==> src/rtl/serial_adder_n.sv <==
// Bit-serial ripple adder: one full-add step per clock, LSB first, start/busy/done handshake.
// Optional subtract mode and signed-overflow flag are enabled by defining SERIAL_ADDER_SUB_EN.
module serial_adder_n #(
  parameter int WIDTH = 8
) (
  input  logic             clk,
  input  logic             rst,
  input  logic             start,
  input  logic [WIDTH-1:0] a,
  input  logic [WIDTH-1:0] b,
  input  logic             cin,
`ifdef SERIAL_ADDER_SUB_EN
  input  logic             sub,
`endif
  output logic             busy,
  output logic             done,
`ifdef SERIAL_ADDER_SUB_EN
  output logic             ovf,
`endif
  output logic [WIDTH-1:0] sum,
  output logic             cout
);

  localparam int CNT_W = $clog2(WIDTH + 1);
  localparam logic [CNT_W-1:0] LAST = CNT_W'(WIDTH - 1);

  localparam logic [1:0] S_IDLE = 2'd0;
  localparam logic [1:0] S_RUN  = 2'd1;
  localparam logic [1:0] S_DONE = 2'd2;

  logic [1:0]       state_q, state_d;
  logic [WIDTH-1:0] a_sr_q, a_sr_d;
  logic [WIDTH-1:0] b_sr_q, b_sr_d;
  logic [WIDTH-1:0] res_sr_q, res_sr_d;
  logic             carry_q, carry_d;
  logic [CNT_W-1:0] cnt_q, cnt_d;
  logic [WIDTH-1:0] sum_q, sum_d;
  logic             cout_q, cout_d;
  logic             ovf_q, ovf_d;

  logic             s_bit, c_nxt;
  logic [WIDTH-1:0] res_shift;

  always_comb begin
    s_bit = a_sr_q[0] ^ b_sr_q[0] ^ carry_q;
    c_nxt = (a_sr_q[0] & b_sr_q[0]) | (a_sr_q[0] & carry_q) | (b_sr_q[0] & carry_q);
    res_shift = res_sr_q >> 1;
    res_shift[WIDTH-1] = s_bit;

    state_d  = state_q;
    a_sr_d   = a_sr_q;
    b_sr_d   = b_sr_q;
    res_sr_d = res_sr_q;
    carry_d  = carry_q;
    cnt_d    = cnt_q;
    sum_d    = sum_q;
    cout_d   = cout_q;
    ovf_d    = ovf_q;

    case (state_q)
      S_IDLE: begin
        if (start) begin
          a_sr_d   = a;
          b_sr_d   = b;
          carry_d  = cin;
`ifdef SERIAL_ADDER_SUB_EN
          // a - b == a + ~b + 1; cout then reads as "no borrow"
          if (sub) begin
            b_sr_d  = ~b;
            carry_d = 1'b1;
          end
`endif
          res_sr_d = '0;
          cnt_d    = '0;
          state_d  = S_RUN;
        end
      end
      S_RUN: begin
        a_sr_d   = a_sr_q >> 1;
        b_sr_d   = b_sr_q >> 1;
        res_sr_d = res_shift;
        carry_d  = c_nxt;
        cnt_d    = cnt_q + CNT_W'(1);
        if (cnt_q == LAST) begin
          // carry_q is the carry into the MSB on this final step
          sum_d   = res_shift;
          cout_d  = c_nxt;
          ovf_d   = carry_q ^ c_nxt;
          state_d = S_DONE;
        end
      end
      S_DONE:  state_d = S_IDLE;
      default: state_d = S_IDLE;
    endcase
  end

  always_ff @(posedge clk) begin
    if (rst) begin
      state_q  <= S_IDLE;
      a_sr_q   <= '0;
      b_sr_q   <= '0;
      res_sr_q <= '0;
      carry_q  <= 1'b0;
      cnt_q    <= '0;
      sum_q    <= '0;
      cout_q   <= 1'b0;
      ovf_q    <= 1'b0;
    end else begin
      state_q  <= state_d;
      a_sr_q   <= a_sr_d;
      b_sr_q   <= b_sr_d;
      res_sr_q <= res_sr_d;
      carry_q  <= carry_d;
      cnt_q    <= cnt_d;
      sum_q    <= sum_d;
      cout_q   <= cout_d;
      ovf_q    <= ovf_d;
    end
  end

  assign busy = (state_q == S_RUN);
  assign done = (state_q == S_DONE);
  assign sum  = sum_q;
  assign cout = cout_q;
`ifdef SERIAL_ADDER_SUB_EN
  assign ovf  = ovf_q;
`else
  logic unused_ovf;
  assign unused_ovf = ovf_q;
`endif

endmodule

==> config.mk <==
export PLATFORM = sky130hd
export DESIGN_NAME = serial_adder_n
export DESIGN_NICKNAME = d
export VERILOG_FILES = /design/src/rtl/serial_adder_n.sv
export SDC_FILE = /design/constraint.sdc
export NUM_CORES = 1
export LEC_CHECK = 0
export BUFFER_PORTS_ARGS = -buffer_cell sky130_fd_sc_hd__buf_2
export CELL_PAD_IN_SITES_DETAIL_PLACEMENT = 1
export CELL_PAD_IN_SITES_GLOBAL_PLACEMENT = 2
export CORE_AREA = 2 2 83 77
export CTS_CLUSTER_DIAMETER = 150
export DETAILED_ROUTE_END_ITERATION = 6
export DIE_AREA = 0 0 85 79
export PLACE_DENSITY = 0.86
export SYNTH_ARGS = -nofsm -noshare
export SYNTH_HDL_FRONTEND = slang
export SYNTH_SLANG_ARGS = --single-unit
==> constraint.sdc <==
create_clock -name clk -period 1.61 [get_ports clk]
set_clock_uncertainty 0.1 [all_clocks]
set_input_delay 0.322 -clock clk [delete_from_list [all_inputs] [get_ports clk]]
set_output_delay 0.322 -clock clk [all_outputs]
set_load 0.005 [all_outputs]
## Word level (Yosys, flattened, before mapping)

Cells that the tools add are included.

| operators by class | value |
|---|---|
| reductions and logical operators | 5 |
| equality and inequality tests | 5 |
| bitwise logic cells | 7 |
| mux-type cells | 13 |
| add/sub/neg operators | 1 |

Operators by type and width:

| kind | number |
|---|---|
| $pmux 8 s2 | 3 |
| $mux 8 | 3 |
| $pmux 4 s2 | 1 |
| $reduce_and 2->1 | 3 |
| $add 4x1->4 const B | 1 |
| $eq 4x3->1 const B | 1 |
| $mux 2 | 2 |
| $mux 4 | 1 |
| $pmux 2 s2 | 1 |
| $and 1x1->1 | 3 |
| $eq 2x1->1 const B | 1 |
| $eq 2x2->1 const B | 1 |
| $logic_not 2->1 | 1 |
| $ne 2x1->1 const B | 1 |
| $ne 2x2->1 const B | 1 |
| $or 1x1->1 | 2 |
| $pmux 1 s2 | 1 |
| $reduce_bool 2->1 | 1 |
| $xor 1x1->1 | 2 |
| $mux 1 | 1 |

| storage, ports and cells | value |
|---|---|
| bits in registers | 40 |
| input port bits | 20 |
| logic and storage cells | 39 |
| output and inout port bits | 11 |

## Logic depth before layout (Yosys ltp)

| depth | value |
|---|---|
| depth in word-level cells | 4 |
| depth in mapped cells | 6 |
| gate-level depth less buffers | 4 |

## Worst setup path before layout

OpenSTA, ideal clock, no wires.

| timing | value |
|---|---|
| kind | register to register |
| start point | register cnt_q[0] |
| end point | register sum_q[0], in the netlist sum[0] |
| arrival time | 1.160 ns |
| clock period less this slack | 1.330 ns |
| buffers on the path | 1 |
| setup slack | 0.280 ns |
| data required time | 1.439 ns |
| stages on the path, launching flop included | 6 |
| library setup time | 0.071 ns |
| path through | dfxtp_1 ha_1 and3b_1 clkbuf_1 nand3_1 a21oi_1 |

| between the ends | value |
|---|---|
| cells in the longest elaborated chain, start to end | 2 |

Ends and longest elaborated chain:

| element | line | text |
|---|---|---|
| start: declaration | 36 | `logic [CNT_W-1:0] cnt_q, cnt_d;` |
| start signal: assignment | 114 | `cnt_q <= cnt_d;` |
| $eq 4x3->1 | 84 | `if (cnt_q == LAST) begin` |
| $reduce_and 2->1 (no line) | - |  |
| end signal: assignment | 115 | `sum_q <= sum_d;` |
| end: declaration | 37 | `logic [WIDTH-1:0] sum_q, sum_d;` |

Every way passes these cells.
A chain may end at the register's enable or synchronous reset.

## Worst setup path in the final report

| timing | value |
|---|---|
| start point | register state_q[1] |
| end point | output port done |

| between the ends | value |
|---|---|
| cells in the longest elaborated chain, start to end | 1 |

Ends and longest elaborated chain:

| element | line | text |
|---|---|---|
| start: declaration | 31 | `logic [1:0] state_q, state_d;` |
| start signal: assignment | 109 | `state_q <= state_d;` |
| $eq 2x2->1 | 122 | `assign done = (state_q == S_DONE);` |
| end: declaration | 16 | `output logic done,` |

Every way passes these cells.

==> impl_results.md <==
- Status: finished, final reports clean
- Post-CTS Repair Setup Buffers: 0
- Sequential share of the synthesized area: 43.3%
- Post-layout min period: 1.50 ns
- Mux contribution to synthesized area: 0%
- Worst R2R Setup Slack: 0.14 ns
- Synth Area in XOR/XNOR: 0%
- Max Cap Viol: 0
- Chip height: 79 um
- Compound-gate portion of the synthesized area: 30.5%
- Final worst path period share: 93.3%
- Die X: 85 um
- Std-Cell Rows: 27
- Max-slew headroom: 74.1%
- Synth Instances: 215
- Main flop type after synthesis: dfxtp_1
- Nets: 269
- Reg2reg end: sum[0]$_SDFFE_PP0P_
- Synthesized flop and latch total: 39
- Post-synthesis cell area: 1800 sq um
- Max VDD drop: 0.000293 V
- DRT Wirelength: 4.52 mm
- Reg-to-Reg Start: cnt_q[0]$_SDFFE_PP0P_
- Worst skew pair latency: 0.29 ns
- RSZ-0062 raised after global routing: false
- First drt pass iteration count: 4
- Reg clk slew, reported paths: 0.07 ns
- Synth area leaders: dfxtp_1 43%, a21oi_1 10%, o221a_2 8.1%, nor2_1 6.5%, o31ai_1 3.7%
- Vias in the first global route: 1622
- Starting Density: 30.5%
- Hold_buf cts: 0
- Cell taking the most area after synthesis: dfxtp_1
- Antenna violations before repair: 0
- Crit path launch: state_q[1]$_SDFFE_PP0P_
- WHS Path Cells: 3
- Worst Reg-to-Reg Cells: 4
- Via Count: 1618
- Simple-Gate Fraction of Synth Area: 16.4%
- Final ANT Viol Nets: 0
- Max clock buf depth: 2
- Most frequent cells in the layout: 37 x a21oi_1, 37 x dfxtp_1, 31 x nor2_1, 30 x buf_2
- WL met1: 2.26 mm
- Hold crit path type: in2reg
- First DRT Iteration DRCs: 97
- CTS tree: done
- Mapped Avg Cell Area: 8.39 sq um
- Setup violators final: 0
- Post-Synth Adder-Cell Area: 1.80%
- Antenna cells: 0
- Post-route DRC: 0
- Worst Setup Start Kind: flip-flop
- Worst Hold Margin: 0.211 ns
- Number of synthesized flops with an enable pin: 0
- Gr usage total: 14.0%
- H-tree lvl count: 2
- Post-Syn Nets: 237
- Crit end category: output pin
- GRT overflow: 0
- Routed wl met3: 167 um
- Ys Warns: 0
- Leakage: 0.920 nW
- Post-synth cell types: 29
- # IOs: 31
- F_max: 666 MHz
- Critical path class: reg2out
- First-pass GRT wire length: 7.53 mm
- Final Max Slew Viols: 0
- Hold Violations, Final: 0
- Largest net degree at the start of global routing: 33
- Core area: 5910 sq um
- Final GP Congestion: 0.780
- Largest family of logic cells by synthesized area: compound AO/OA/AOI/OAI gates
- Syn-to-layout area delta: 23.3%
- Worst Max-Slew Pin Slew: 0.387 ns
- Die Area: 6720 sq um
- Worst Path Max Fanout: 16
- Top-area cell type share of the netlist area: 43.3%
- Power per cell area: 919 nW/um^2
- DR top layer: met4
- WHS Endpoint: b_sr_q[7]$_SDFFE_PP0P_
- Critical path required time: 1.19 ns
- Port-buffer cells: 30
- Vias per cell: 5.06
- Ys async rst share: 0%
- Layout cells sized above 1: 29.4%
- Hold path startpoint: b[7]
- Clock sink total: 39
- Wire length on met2: 1.99 mm
- Total negative slack: 0 ns
- Post-DP HPWL: 3.03 mm
- Critical path arrival: 1.08 ns
- WL/cell: 14.1 um
- Number of CTS-inserted buffers: 5
- Clock Tree Root: clkbuf_8
registers in the layout, indices dropped and copies added (netlist names):
register	flops
a_sr_q	8
b_sr_q	8
sum	8
res_sr_q	7
cnt_q	4
state_q	2
carry_q	1
cout	1
logic make-up (layout without fill, tap and decap cells):
group,count (synthesis),count (layout)
AOI/OAI and AO/OA,78,78
adders and majority gates,2,2
buffers and inverters,33,66
DFF,39,39
and+or+nand+nor,63,63
report_power, final:
group          internal (mW)  leakage, nW  total (mW)  switching (mW)
Sequential              1.01        0.320        1.05          0.0383
Clock                  0.391       0.0515       0.736           0.345
Combinational          0.126        0.549       0.260           0.134
Total                   1.53        0.920        2.04           0.518
worst max-delay path by stage:
stage / to / cells after the start
final: done / 3
after global routing: sum[5]$_SDFFE_PP0P_ / 4
after CTS: busy / 3
after detailed placement: sum[0]$_SDFFE_PP0P_ / 4
after global placement: a_sr_q[5]$_SDFFE_PP0P_ / 4
after floorplan: sum[0]$_SDFFE_PP0P_ / 5
layout make-up:
type                            instances  area [sq um]
Inverter                               14          52.6
Clock buffer                            8           100
Fill cell                             695          3690
Multi-Input combinational cell        143           887
Sequential cell                        39           783
Timing Repair Buffer                   44           310
Tap cell                               72          90.1
cells in the mapped netlist, types with 2 or more instances:
cell type / instances
nor3_1: 3
o22a_1: 3
nor2b_1: 4
o31ai_1: 9
nand2b_1: 4
a22oi_1: 8
a21oi_1: 37
nand3_1: 11
buf_2: 12
o221a_2: 13
nand2_1: 4
inv_1: 14
nor2_1: 31
clkbuf_1: 6
a211oi_1: 2
or3b_2: 2
o22ai_1: 2
dfxtp_1: 39
critical path: stages, from the launching register on:
cell,delay [ns]
dfxtp_2,0.39
buf_12,0.15
nor2b_1,0.13
buf_2,0.12
repair_timing:
action | 4_1_cts | 5_1_grt
cloned | 0 | 1
endpoints found under the setup margin | 1 | 2
gates resized for setup | 2 | 3
stage by stage:
step                instance area [sq um]  instances  utilization [%]  worst slack [ns]  total power, mW
finish                               2220        320             37.6             0.108             2.04
global route                         2220        320             37.6          0.000632             2.15
global placement                     2090        311             35.3             0.145             1.32
CTS                                  2190        319             37.1            0.0399             2.07
floorplan                            1800        215                -             0.280             1.24
detailed placement                   2090        311             35.3             0.122             1.33
layer usage:
| layer | GRT usage (%) | up-vias |
|---|---|---|
| met5 | 0 | - |
| met4 | 5.24 | 0 |
| met3 | 3.74 | 9 |
| met2 | 21.9 | 26 |
| met1 | 18.4 | 749 |
| li1 | - | 834 |
No activity file was read; power rests on OpenSTA's default activity.
